===== src/rtl/ycbcr_pkg.sv =====
// ---------------------------------------------------------------------------
// ycbcr_pkg
//  Shared definitions for the YCbCr 4:4:4 -> 4:2:2 packer:
//    - pair_state_t : pixel-pair FSM encoding (ST_EVEN, ST_ODD, ST_EMIT1)
//    - SYNC_DLY     : clocks of delay applied to vsync/href
//    - PIX_W/WORD_W : component and packed-word widths
//    - pack_word()  : builds a {C,Y} 4:2:2 word
// ---------------------------------------------------------------------------
`timescale 1ns/1ps

package ycbcr_pkg;

    localparam int PIX_W    = 8;
    localparam int WORD_W   = 16;
    localparam int SYNC_DLY = 2;

    typedef enum logic [1:0] {
        ST_EVEN  = 2'd0,   // waiting for the first pixel of a pair
        ST_ODD   = 2'd1,   // first pixel held, waiting for its partner
        ST_EMIT1 = 2'd2    // second word of the pair goes out this cycle
    } pair_state_t;

    function automatic logic [WORD_W-1:0] pack_word(input logic [PIX_W-1:0] c,
                                                    input logic [PIX_W-1:0] y);
        return {c, y};
    endfunction

endpackage


===== src/rtl/chroma_avg2.sv =====
// ---------------------------------------------------------------------------
// chroma_avg2
//  Combinational two-input average with round-half-up: avg = (a + b + 1) >> 1.
//  Ports:
//    a   in  8  first chroma sample
//    b   in  8  second chroma sample
//    avg out 8  rounded mean
// ---------------------------------------------------------------------------
`timescale 1ns/1ps

module chroma_avg2
    import ycbcr_pkg::*;
(
    input  logic [PIX_W-1:0] a,
    input  logic [PIX_W-1:0] b,
    output logic [PIX_W-1:0] avg
);

    // (a+b+1)>>1 rewritten as (a>>1)+(b>>1)+(a[0]|b[0]): the rounding carry
    // exists exactly when at least one LSB is set, and the result never
    // exceeds 255, so the whole computation stays 8 bits wide.
    assign avg = {1'b0, a[PIX_W-1:1]} + {1'b0, b[PIX_W-1:1]}
               + {{(PIX_W-1){1'b0}}, a[0] | b[0]};

endmodule


===== src/rtl/image_ycbcr444_ycbcr422.sv =====
// ---------------------------------------------------------------------------
// image_ycbcr444_ycbcr422
//  Packs a YCbCr 4:4:4 pixel stream into 16-bit 4:2:2 words {C,Y}. Chroma is
//  shared per horizontal pixel pair: the first word carries one chroma
//  component with Y0, the second the other component with Y1. A line with an
//  odd pixel count ends with a single word built from the lone pixel.
//
//  Build option: define CHROMA_AVG_EN to average the pair's chroma
//  (round-half-up); otherwise the first pixel's chroma is used (decimation).
//  Latency and handshake are identical in both builds.
//
//  Parameter:
//    CB_FIRST  1: first word carries Cb, second Cr; 0: Cr first.
//  Ports:
//    clk               in   1   pixel clock
//    rst_n             in   1   asynchronous reset, active low
//    per_frame_vsync   in   1   input vsync
//    per_frame_href    in   1   input line-valid
//    per_frame_clken   in   1   input pixel strobe (pixel taken on href&clken)
//    per_img_Y         in   8   input luma
//    per_img_Cb        in   8   input blue chroma
//    per_img_Cr        in   8   input red chroma
//    post_frame_vsync  out  1   vsync delayed 2 clk
//    post_frame_href   out  1   href delayed 2 clk
//    post_frame_clken  out  1   one-clk strobe per output word
//    post_img_YCbCr    out  16  {C,Y} word, held between strobes
// ---------------------------------------------------------------------------
`timescale 1ns/1ps

module image_ycbcr444_ycbcr422
    import ycbcr_pkg::*;
#(
    parameter bit CB_FIRST = 1'b1
)
(
    input  logic              clk,
    input  logic              rst_n,
    input  logic              per_frame_vsync,
    input  logic              per_frame_href,
    input  logic              per_frame_clken,
    input  logic [PIX_W-1:0]  per_img_Y,
    input  logic [PIX_W-1:0]  per_img_Cb,
    input  logic [PIX_W-1:0]  per_img_Cr,
    output logic              post_frame_vsync,
    output logic              post_frame_href,
    output logic              post_frame_clken,
    output logic [WORD_W-1:0] post_img_YCbCr
);

    pair_state_t state, state_nxt;

    logic [PIX_W-1:0]    y0_q, cb0_q, cr0_q;   // first pixel of the pair
    logic [PIX_W-1:0]    y1_q, c1_q;           // second word, ready for ST_EMIT1
    logic [SYNC_DLY-1:0] vsync_dly, href_dly;
    logic [WORD_W-1:0]   word_q, word_nxt;
    logic                clken_q;

    logic                accept;
    logic                load_p0, load_pair, emit;
    logic [PIX_W-1:0]    cb_pair, cr_pair;
    logic [PIX_W-1:0]    c0_pair, c1_pair, c0_single;

    assign accept = per_frame_href & per_frame_clken;

    // Pair chroma is formed from the held first pixel and the live second
    // pixel, so word0 can be registered in the same cycle p1 is accepted.
`ifdef CHROMA_AVG_EN
    chroma_avg2 u_avg_cb (.a(cb0_q), .b(per_img_Cb), .avg(cb_pair));
    chroma_avg2 u_avg_cr (.a(cr0_q), .b(per_img_Cr), .avg(cr_pair));
`else
    assign cb_pair = cb0_q;
    assign cr_pair = cr0_q;
`endif

    assign c0_pair   = CB_FIRST ? cb_pair : cr_pair;
    assign c1_pair   = CB_FIRST ? cr_pair : cb_pair;
    // A lone pixel at the end of an odd line has no partner to average with.
    assign c0_single = CB_FIRST ? cb0_q   : cr0_q;

    // NOTE: every signal written here gets a default first, so no path
    // leaves one unassigned and no latch is inferred.
    always_comb begin
        state_nxt = state;
        load_p0   = 1'b0;
        load_pair = 1'b0;
        emit      = 1'b0;
        word_nxt  = word_q;
        case (state)
            ST_EVEN: begin
                if (accept) begin
                    load_p0   = 1'b1;
                    state_nxt = ST_ODD;
                end
            end
            ST_ODD: begin
                if (accept) begin
                    load_pair = 1'b1;
                    emit      = 1'b1;
                    word_nxt  = pack_word(c0_pair, y0_q);
                    state_nxt = ST_EMIT1;
                end else if (!per_frame_href) begin
                    // Line ended on an unpaired pixel: flush it so it is not lost.
                    emit      = 1'b1;
                    word_nxt  = pack_word(c0_single, y0_q);
                    state_nxt = ST_EVEN;
                end
            end
            ST_EMIT1: begin
                emit     = 1'b1;
                word_nxt = pack_word(c1_q, y1_q);
                // A pixel arriving now starts the next pair, keeping a
                // continuous clken stream at full rate.
                if (accept) begin
                    load_p0   = 1'b1;
                    state_nxt = ST_ODD;
                end else begin
                    state_nxt = ST_EVEN;
                end
            end
            default: state_nxt = ST_EVEN;
        endcase
    end

    // NOTE: sequential state uses non-blocking assignments so every register
    // samples pre-edge values regardless of statement order.
    always_ff @(posedge clk or negedge rst_n) begin
        if (!rst_n) begin
            state     <= ST_EVEN;
            y0_q      <= '0;
            cb0_q     <= '0;
            cr0_q     <= '0;
            y1_q      <= '0;
            c1_q      <= '0;
            word_q    <= '0;
            clken_q   <= 1'b0;
            vsync_dly <= '0;
            href_dly  <= '0;
        end else begin
            state     <= state_nxt;
            word_q    <= word_nxt;
            clken_q   <= emit;
            vsync_dly <= {vsync_dly[SYNC_DLY-2:0], per_frame_vsync};
            href_dly  <= {href_dly[SYNC_DLY-2:0], per_frame_href};
            if (load_p0) begin
                y0_q  <= per_img_Y;
                cb0_q <= per_img_Cb;
                cr0_q <= per_img_Cr;
            end
            if (load_pair) begin
                y1_q <= per_img_Y;
                c1_q <= c1_pair;
            end
        end
    end

    assign post_frame_vsync = vsync_dly[SYNC_DLY-1];
    assign post_frame_href  = href_dly[SYNC_DLY-1];
    assign post_frame_clken = clken_q;
    assign post_img_YCbCr   = word_q;

endmodule


===== config.mk =====
export PLATFORM = sky130hd
export DESIGN_NAME = image_ycbcr444_ycbcr422
export DESIGN_NICKNAME = d
export VERILOG_FILES = /design/src/rtl/ycbcr_pkg.sv /design/src/rtl/chroma_avg2.sv /design/src/rtl/image_ycbcr444_ycbcr422.sv
export SDC_FILE = /design/constraint.sdc
export NUM_CORES = 1
export LEC_CHECK = 0
export ABC_AREA = 1
export BUFFER_PORTS_ARGS = -buffer_cell sky130_fd_sc_hd__buf_2
export CAP_MARGIN = 25
export CELL_PAD_IN_SITES_DETAIL_PLACEMENT = 1
export CELL_PAD_IN_SITES_GLOBAL_PLACEMENT = 2
export CORE_ASPECT_RATIO = 1.5
export CORE_MARGIN = 1.5
export CORE_UTILIZATION = 36
export DETAILED_ROUTE_END_ITERATION = 16
export PLACE_DENSITY = 0.8
export SKIP_LAST_GASP = 1
export SYNTH_ARGS = -nofsm -noshare
export SYNTH_HDL_FRONTEND = slang
export SYNTH_SLANG_ARGS = --single-unit
export TNS_END_PERCENT = 100

===== constraint.sdc =====
create_clock -name clk -period 3.5 [get_ports clk]
set_input_delay 0.7 -clock clk [delete_from_list [all_inputs] [get_ports clk]]
set_output_delay 0.7 -clock clk [all_outputs]
set_load 0.1 [all_outputs]

==> results of run 1 <==
placed cells by master (no fill, tap or decap):
| cell type | netlist | final |
|---|---|---|
| clkbuf_16 | 0 | 9 |
| clkinv_2 | 0 | 1 |
| buf_4 | 4 | 2 |
| dfrtp_1 | 63 | 63 |
| ha_1 | 6 | 6 |
| o21ai_1 | 5 | 5 |
| o21ai_2 | 12 | 12 |
| nand3_1 | 42 | 42 |
| buf_2 | 4 | 47 |
| o21ai_0 | 16 | 16 |
| nand2_4 | 5 | 5 |
| inv_4 | 1 | 1 |
| inv_1 | 30 | 30 |
| nand2_1 | 116 | 116 |
| nand2_2 | 2 | 2 |
| a21boi_0 | 1 | 1 |
| clkbuf_1 | 0 | 6 |
cell type report:
type / count / area [um2]
clock buffers: 15 / 248
fillers: 932 / 4280
well taps: 102 / 128
inverters: 31 / 119
flip-flops and latches: 63 / 1580
clock inverters: 1 / 5.00
repair buffers: 49 / 250
multi-input cells: 205 / 1010
worst register-to-register path: cells and delay by family (launching register included):
family	cells	cell delay [ps]
adders and majority gates	1	550
buffers and inverters	2	290
DFF	1	420
and+or+nand+nor	4	560
sequential cells by signal (all words and copies together), names as in the netlist:
register and cells:
c1_q 8, y1_q 8, y0_q 8, vsync_dly 2, c1_pair 8, c0_pair 8, post_img_YCbCr 16, post_frame_clken 1
state 2, href_dly 2
stage by stage:
stage          hold WS, ps  area (um2)  cells  util (%)  power (mW)
6_report               347        3330    466      43.8        3.52
5_1_grt                361        3330    466      43.8        3.78
4_1_cts                348        3330    466      43.8        3.58
3_5_place_dp           336        3080    450      40.5        2.79
3_3_place_gp           332        3080    450      40.5        2.74
2_1_floorplan          331        2830    314         -        2.49
synth_stat cells, drive strengths merged:
cell type / number / area, um2
a21boi: 1 / 7.51
buf: 14 / 118
clkbuf: 1 / 5.00
dfrtp: 63 / 1580
ha: 6 / 75.1
inv: 31 / 119
nand2: 123 / 504
nand3: 42 / 210
o21ai: 33 / 210
power groups by stage:
stage	Combinational [mW]	Clock, mW	Sequential (mW)
6_report	1.52	0.767	1.23
5_1_grt	1.68	0.825	1.27
4_1_cts	1.55	0.792	1.23
3_5_place_dp	1.55	0	1.24
3_3_place_gp	1.51	0	1.23
2_1_floorplan	0.716	0	1.77
logic make-up (layout without fill, tap and decap cells):
family / Yosys count / after routing
AO/OA/AOI/OAI: 34 / 34
AND/OR/NAND/NOR: 165 / 165
adder cells (fa/ha/maj): 6 / 6
flip-flops: 63 / 63
buffers and inverters: 46 / 96
routing by layer:
layer,wire [um],part of all wire [%],GRT usage [%],up-vias
met5,0,0,0,-
met4,123,1.9,7.14,0
met3,228,3.6,4.89,8
met2,3120,49,25.6,41
met1,2840,45,23.0,1012
li1,-,-,-,1084
path summary, 6_finish.rpt:
check | startpoint | endpoint | cells past startpoint
min in group asynchronous | rst_n | y0_q[4]$_DFFE_PN0P_ | 2
max in group asynchronous | rst_n | c0_pair[5]$_DFFE_PN0P_ | 2
hold reg to reg | vsync_dly[0]$_DFF_PN0_ | vsync_dly[1]$_DFF_PN0_ | 0
hold / removal | vsync_dly[0]$_DFF_PN0_ | vsync_dly[1]$_DFF_PN0_ | 0
setup reg to reg | state[1]$_DFFE_PN0P_ | post_img_YCbCr[0]$_DFFE_PN0P_ | 7
setup / recovery | state[1]$_DFFE_PN0P_ | post_img_YCbCr[0]$_DFFE_PN0P_ | 7
==> summary.md, run 1 <==
| Metric | Value |
|---|---|
| Status | `finished, final reports clean` |
| Routed len/inst | `13.5 um` |
| Yosys cell types | `16` |
| Core ar. | `7610 um2` |
| Post-CTS Setup Inserts | `0` |
| Die width | `75.3 um` |
| Initial Util | `37.1%` |
| Final net count | `394` |
| Post-layout minimum cycle time | `1930 ps` |
| Final Hold Vio Count | `0` |
| Antenna violations before repair | `0` |
| Clock power share | `21.8%` |
| Layout Skew | `4.10 ps` |
| Delay-heaviest family, CP | `adder cells` |
| Synthesis-stage register bit count | `63` |
| Register share of total power | `35.0%` |
| Vias in the first global route | `2,192` |
| Antenna diodes | `0` |
| Final HPWL DP | `4.32 mm` |
| Multiplexer share of the synthesized area | `0%` |
| Initial DRC Count | `83` |
| Clock Latency Late Sink | `320 ps` |
| Pwr dens | `1060 nW/um2` |
| Rel. slew slack | `46.4%` |
| Synthesized Nets | `349` |
| Adder-Cell Fraction of Synth Area | `2.66%` |
| Via/cell ratio | `4.60` |
| Hold_buf cts | `0` |
| CTS tree | `built` |
| Max stage delay cell, worst path | `ha_1` |
| Main combinational cell family by area after synthesis | `simple AND/OR/NAND/NOR gates` |
| Mapped Cells | `314` |
| Internal power | `1.87 mW` |
| Die Height | `111 um` |
| Max cap viols | `0` |
| Slew at the pin with the worst max-slew slack | `804 ps` |
| IO Count | `48` |
| First-pass GRT wire length | `10.6 mm` |
| Net Sw Frac | `47.0%` |
| Max VDD drop | `0.375 mV` |
| Flop2flop setup slack | `1570 ps` |
| Fin Setup TNS | `0 ps` |
| Yosys warns | `0` |
| Post-route DRC | `0` |
| XOR/XNOR Fraction of Synth Area | `0%` |
| CP Launch Type | `register` |
| GP Congestion | `0.776` |
| Arrival @ worst endpoint | `2140 ps` |
| Logic pwr share | `43.2%` |
| Leakage power | `1.81 nW` |
| Final Cycle Share | `55.3%` |
| Post-Place Worst Slack | `1530 ps` |
| Clock Sinks | `63` |
| Kind of critical path | `register to register` |
| Worst Setup End Kind | `register` |
| RSZ-0062 raised after global routing | `no` |
| Seq/Total Area, Yosys | `55.8%` |
| Largest net degree at the start of global routing | `64` |
| H-tree lvl count | `3` |
| Pins Over Slew Limit | `0` |
| Maximum fanout along the worst path | `17` |
| Worst path bufs/invs | `2` |
| Endpoints failing setup | `0` |
| CTS clk-pin slew, worst paths | `50 ps` |
| Slowest stage delay, CP | `550 ps` |
| Pre-antenna DRT Iters | `4` |
| Mapped Avg Cell Area | `9.00 um2` |
| Compound-cell area share of the yosys netlist | `7.71%` |
| Post-synthesis simple-gate area fraction | `25.3%` |
| Mapped cell area | `2830 um2` |
| Final ANT Viol Nets | `0` |
| Max Clk Rate | `517 MHz` |
| Fraction of layout cells with a size suffix above 1 | `21.7%` |
| IO Port Bufs | `47` |
| Total number of vias | `2,145` |
| Row cnt | `39` |
| P_sw | `1.65 mW` |
| CTS buffer count | `9` |
| Worst path cell trace | `inv_1, ha_1, inv_1, nand2_4, nand2_4, nand2_1, nand2_1` |
| Required time worst endpoint | `3710 ps` |
| Die ar. | `8400 um2` |
| Gr ovfl total | `0` |
| Post-route setup slack | `1570 ps` |
| Clock buffer depth | `2` |
| Total Routing Usage GR | `17.1%` |
| Area grow syn2layout | `18.0%` |
| Worst hold path type | `register to register` |
| Post-CTS sizing | `0` |
| Clock tree root buffer cell | `clkbuf_16` |
| Final WL | `6.31 mm` |
Power figures use the tool's default switching activity.
==> inputs of run 2 (changes only) <==
CORE_UTILIZATION = 34   (was 36)
PLACE_DENSITY = 0.76   (was 0.8)
clock period = 2 ns   (was 3.5 ns; I/O delays follow)
==> run 2 against run 1 <==
- clock-buffer cell count decreased by 2
- critical endpoint unchanged
- largest cell class unchanged
- via count increased by 1.3%
- sequential cell count unchanged
- critical path depth unchanged
- setup slack got worse by 1200 ps
- non-clock buffer count increased by 5
- design area increased by 2.9%
- largest power group unchanged
==> summary.md, run 2 (synthesis gave the netlist of run 1 again) <==
| Metric | Value |
|---|---|
| Core ar. | `8060 um2` |
| Post-CTS Setup Inserts | `0` |
| Status | `finished, final reports clean` |
| Max VDD drop | `0.755 mV` |
| Layout Skew | `6.17 ps` |
| Via/cell ratio | `4.58` |
| Routed len/inst | `13.6 um` |
| Wl on met1 | `2.65 mm` |
| Fin Setup TNS | `0 ps` |
| Fin cells | `474` |
| Pins Over Slew Limit | `0` |
| RSZ-0062 raised after global routing | `no` |
| Final HPWL DP | `4.48 mm` |
| FF/Latch Area | `1580 um2` |
| Final Cycle Share | `81.4%` |
| Pre-antenna DRT Iters | `4` |
| Most common cell after layout, fill and taps aside | `nand2_1` |
| CTS buffer count | `9` |
| Multi-input combinational cell area | `1010 um2` |
| Die Height | `115 um` |
| Clock Latency Late Sink | `330 ps` |
| Max cap viols | `0` |
| Die width | `77.4 um` |
| Worst Setup End Kind | `register` |
| Final ANT Viol Nets | `0` |
| Vias in the first global route | `2,236` |
| Initial Util | `35.1%` |
| Most frequent cells in the layout | `116 x nand2_1, 63 x dfrtp_1, 47 x buf_2` |
| Arrival @ worst endpoint | `1840 ps` |
| Maximum fanout along the worst path | `16` |
| CP Launch Type | `register` |
| Post-layout minimum cycle time | `1630 ps` |
| IO Count | `48` |
| R2R cell count | `7` |
| Reg2reg start | `state[1]$_DFFE_PN0P_` |
| Final Total Pwr | `6.37 mW` |
| Clock tree root buffer cell | `clkbuf_16` |
| Post-route DRC | `0` |
| Largest net degree at the start of global routing | `64` |
| Fraction of layout cells with a size suffix above 1 | `24.4%` |
| Total Routing Usage GR | `16.5%` |
| IO Port Bufs | `47` |
| Leakage power | `1.87 nW` |
| Area grow syn2layout | `21.4%` |
| Max reg flops | `16` |
| Clock buffer depth | `2` |
| Die ar. | `8880 um2` |
| Routed wl met3 | `199 um` |
| H-tree lvl count | `3` |
| Kind of critical path | `register to register` |
| Design area | `3430 um2` |
| Met2 routed WL | `3.42 mm` |
| Reg-to-reg endpoint | `post_img_YCbCr[0]$_DFFE_PN0P_` |
| Top Layer Used | `met4` |
| Clock Sinks | `63` |
| Rel. slew slack | `67.7%` |
| Critical path launch point | `state[1]$_DFFE_PN0P_` |
| Post-CTS sizing | `0` |
| Initial DRC Count | `103` |
| Post-DP Area | `3130 um2` |
| Placed instance count | `458` |
| First-pass GRT wire length | `10.9 mm` |
| CTS clk-pin slew, worst paths | `50 ps` |
| Required time worst endpoint | `2220 ps` |
| Final Hold Vio Count | `0` |
| CTS tree | `built` |
| Flop2flop setup slack | `370 ps` |
| Antenna diodes | `0` |
| Final WL | `6.43 mm` |
| Endpoints failing setup | `0` |
| Fill count | `1,003` |
| GP Congestion | `0.699` |
| Final net count | `399` |
| Antenna violations before repair | `0` |
| Hold_buf cts | `0` |
| Gr ovfl total | `0` |
| Row cnt | `40` |
| Worst hold path type | `input port to asynchronous set/reset pin` |
| Max Clk Rate | `615 MHz` |
| Total number of vias | `2,172` |
| Slew at the pin with the worst max-slew slack | `487 ps` |
| Pwr dens | `1860 nW/um2` |
[run 2: per-stage QoR]
| step | utilization, % | worst slack, ps | hold slack, ps |
|---|---|---|---|
| finish | 42.6 | 373 | 63.4 |
| global route | 42.6 | 258 | 100 |
| CTS | 42.6 | 361 | 94.5 |
| detailed placement | 38.9 | 373 | 336 |
| global placement | 38.9 | 389 | 332 |
| floorplan | - | 678 | 104 |
[run 2: cell type report]
type	count	share of cell area (%)
clock inverter	3	0.438
tap	105	3.83
multi-input combinational	205	29.4
inverter	31	3.47
clock buffer	13	8.17
sequential	63	46.0
timing repair buffer	54	8.76
[run 2: metal layers]
layer	vias up	track usage, %
met2	41	29.6
met1	1035	18.0
met4	0	9.45
met5	-	0
met3	10	2.95
li1	1086	-
[run 2: power by group]
group          switching, mW  internal [mW]  leakage (nW)
Combinational           2.06          0.649         0.922
Clock                  0.540          0.966         0.151
Sequential             0.317           1.83         0.792
[run 2: worst max-delay path by stage]
stage | slack [ps] | endpoint | cells past startpoint
after floorplan | 680 | post_img_YCbCr[10]$_DFFE_PN0P_ | 7
after global placement | 390 | post_img_YCbCr[0]$_DFFE_PN0P_ | 7
after detailed placement | 370 | post_img_YCbCr[0]$_DFFE_PN0P_ | 7
after CTS | 360 | post_img_YCbCr[0]$_DFFE_PN0P_ | 7
after global routing | 260 | post_img_YCbCr[0]$_DFFE_PN0P_ | 7
final | 370 | post_img_YCbCr[0]$_DFFE_PN0P_ | 7
[run 2: critical path, stage by stage, from the launching register on]
cell and delay [ps]:
dfrtp_1 430, inv_1 130, ha_1 340, inv_1 120
nand2_4 160, nand2_4 150, nand2_1 110, nand2_1 50
==> inputs of run 3 (changes only) <==
clock period = 1.54 ns   (was 2 ns; I/O delays follow)
==> run 3 against run 2 <==
- the flow now finishes with violations (negative hold slack)
- hold slack lost 79 ps
- setup slack lost 290 ps
- combinational power increased by 38%
- highest routed layer unchanged
==> summary.md, run 3 (synthesis gave the netlist of run 1 again) <==
| Metric | Value |
|---|---|
| Final ANT Viol Nets | `0` |
| Most common cell after layout, fill and taps aside | `nand2_1` |
| First-pass GRT wire length | `11.2 mm` |
| Worst path bufs/invs | `1` |
| CP Launch Type | `register` |
| Row cnt | `40` |
| Clock tree root buffer cell | `clkbuf_16` |
| Final Cycle Share | `94.3%` |
| Via/cell ratio | `4.56` |
| Design area | `3500 um2` |
| CTS tree | `built` |
| Worst hold path type | `input port to asynchronous set/reset pin` |
| Total Routing Usage GR | `16.9%` |
| Pins Over Slew Limit | `0` |
| CTS buffer count | `9` |
| Slowest stage delay, CP | `440 ps` |
| Die Height | `115 um` |
| Antenna violations before repair | `0` |
| Post-DP Area | `3180 um2` |
| Post-layout minimum cycle time | `1450 ps` |
| Clock Latency Late Sink | `330 ps` |
| Max VDD drop | `1.05 mV` |
| Failing checks | `negative hold slack` |
| Kind of critical path | `register to output pin` |
| Most frequent cells in the layout | `115 x nand2_1, 63 x dfrtp_1, 47 x buf_2` |
| Initial Util | `35.1%` |
| Delay-heaviest family, CP | `buffers and inverters` |
| Total number of vias | `2,190` |
| Leakage power | `1.88 nW` |
| Antenna diodes | `0` |
| RSZ-0062 raised after global routing | `yes` |
| H-tree lvl count | `3` |
| Max cap viols | `0` |
| Slew at the pin with the worst max-slew slack | `496 ps` |
| Worst Setup End Kind | `output pin` |
| Max Clk Rate | `688 MHz` |
| Final WL | `6.52 mm` |
| Layout Skew | `8.74 ps` |
| Flop2flop setup slack | `100 ps` |
| Worst path cell trace | `buf_2` |
| Max stage delay cell, worst path | `buf_2` |
| Max reg flops | `16` |
| Endpoints failing setup | `0` |
| Initial DRC Count | `77` |
| Hold_buf cts | `0` |
| Final Hold Vio Count | `17` |
| Die width | `77.4 um` |
| Largest net degree at the start of global routing | `64` |
| Fin Setup TNS | `0 ps` |
| CTS clk-pin slew, worst paths | `50 ps` |
| Vias in the first global route | `2,269` |
| Clock buffer depth | `2` |
| Arrival @ worst endpoint | `1140 ps` |
| Pwr dens | `2370 nW/um2` |
| Status | `complete, but fails checks` |
| Core ar. | `8060 um2` |
| Worst hold slack | `-15.2 ps` |
| Maximum fanout along the worst path | `2` |
| Rel. slew slack | `67.2%` |
| Area grow syn2layout | `23.8%` |
| Pre-antenna DRT Iters | `6` |
| Fraction of layout cells with a size suffix above 1 | `25.1%` |
| IO Port Bufs | `47` |
| Final net count | `406` |
| IO Count | `48` |
| Clock Sinks | `63` |
| GP Congestion | `0.792` |
| Routed len/inst | `13.6 um` |
| Required time worst endpoint | `1230 ps` |
| Die ar. | `8880 um2` |
| Post-route DRC | `0` |
| Final HPWL DP | `4.60 mm` |
| Gr ovfl total | `0` |
[run 3: changes by cell type in the layout (fill, tap and decap cells not counted), sizes merged]
cell	previous run	this run
buf	54	61
clkinv	3	1
clkbuf	13	14
[run 3: area by class of cell]
type / instances / area [um2]
clock buffers: 14 / 254
clock inverters: 1 / 5.00
fillers: 954 / 4560
inverters: 31 / 119
multi-input cells: 205 / 1030
flip-flops and latches: 63 / 1580
well taps: 105 / 131
repair buffers: 61 / 382
[run 3: what timing repair did]
action | 4_1_cts | 5_1_grt
pin swaps | 0 | 1
gates resized for setup | 1 | 5
cloned | 0 | 0
setup buffers | 0 | 4
endpoints found under the setup margin | 2 | 44
[run 3: per-layer routing]
layer  track usage (%)  share of wire (%)  vias to the layer above
met1              19.3                 42                     1043
met5                 0                  0                        -
met3              3.98                3.1                        8
met4              9.45                2.2                        0
met2              29.0                 53                       39
li1                  -                  -                     1100
[run 3: worst paths after layout]
| check | startpoint | end | cells after the start |
|---|---|---|---|
| worst min-delay path | rst_n | c1_pair[7]$_DFFE_PN0P_ | 2 |
| min in group clk | per_frame_vsync | vsync_dly[0]$_DFF_PN0_ | 1 |
| worst max register to register | state[0]$_DFFE_PN0P_ | c1_pair[3]$_DFFE_PN0P_ | 8 |
| worst max-delay path | post_img_YCbCr[8]$_DFFE_PN0P_ | post_img_YCbCr[8] | 1 |
| worst min register to register | href_dly[0]$_DFF_PN0_ | href_dly[1]$_DFF_PN0_ | 0 |
| max in group asynchronous | rst_n | c0_pair[2]$_DFFE_PN0P_ | 2 |
[run 3: metrics by stage]
| step | cells | utilization [%] | total power, mW | worst slack [ps] |
|---|---|---|---|---|
| after CTS | 476 | 42.7 | 8.33 | 1.99 |
| after detailed placement | 461 | 39.5 | 6.48 | -14.5 |
| after floorplan | 314 | - | 5.66 | 218 |
| after global placement | 461 | 39.5 | 6.38 | 16.5 |
| final | 480 | 43.4 | 8.29 | 87.2 |
| after global routing | 480 | 43.4 | 8.90 | -26.7 |
[run 3: power breakdown]
group	switching, mW	internal (mW)
clock network	0.662	1.12
logic	2.77	0.975
registers	0.381	2.38
total	3.81	4.48
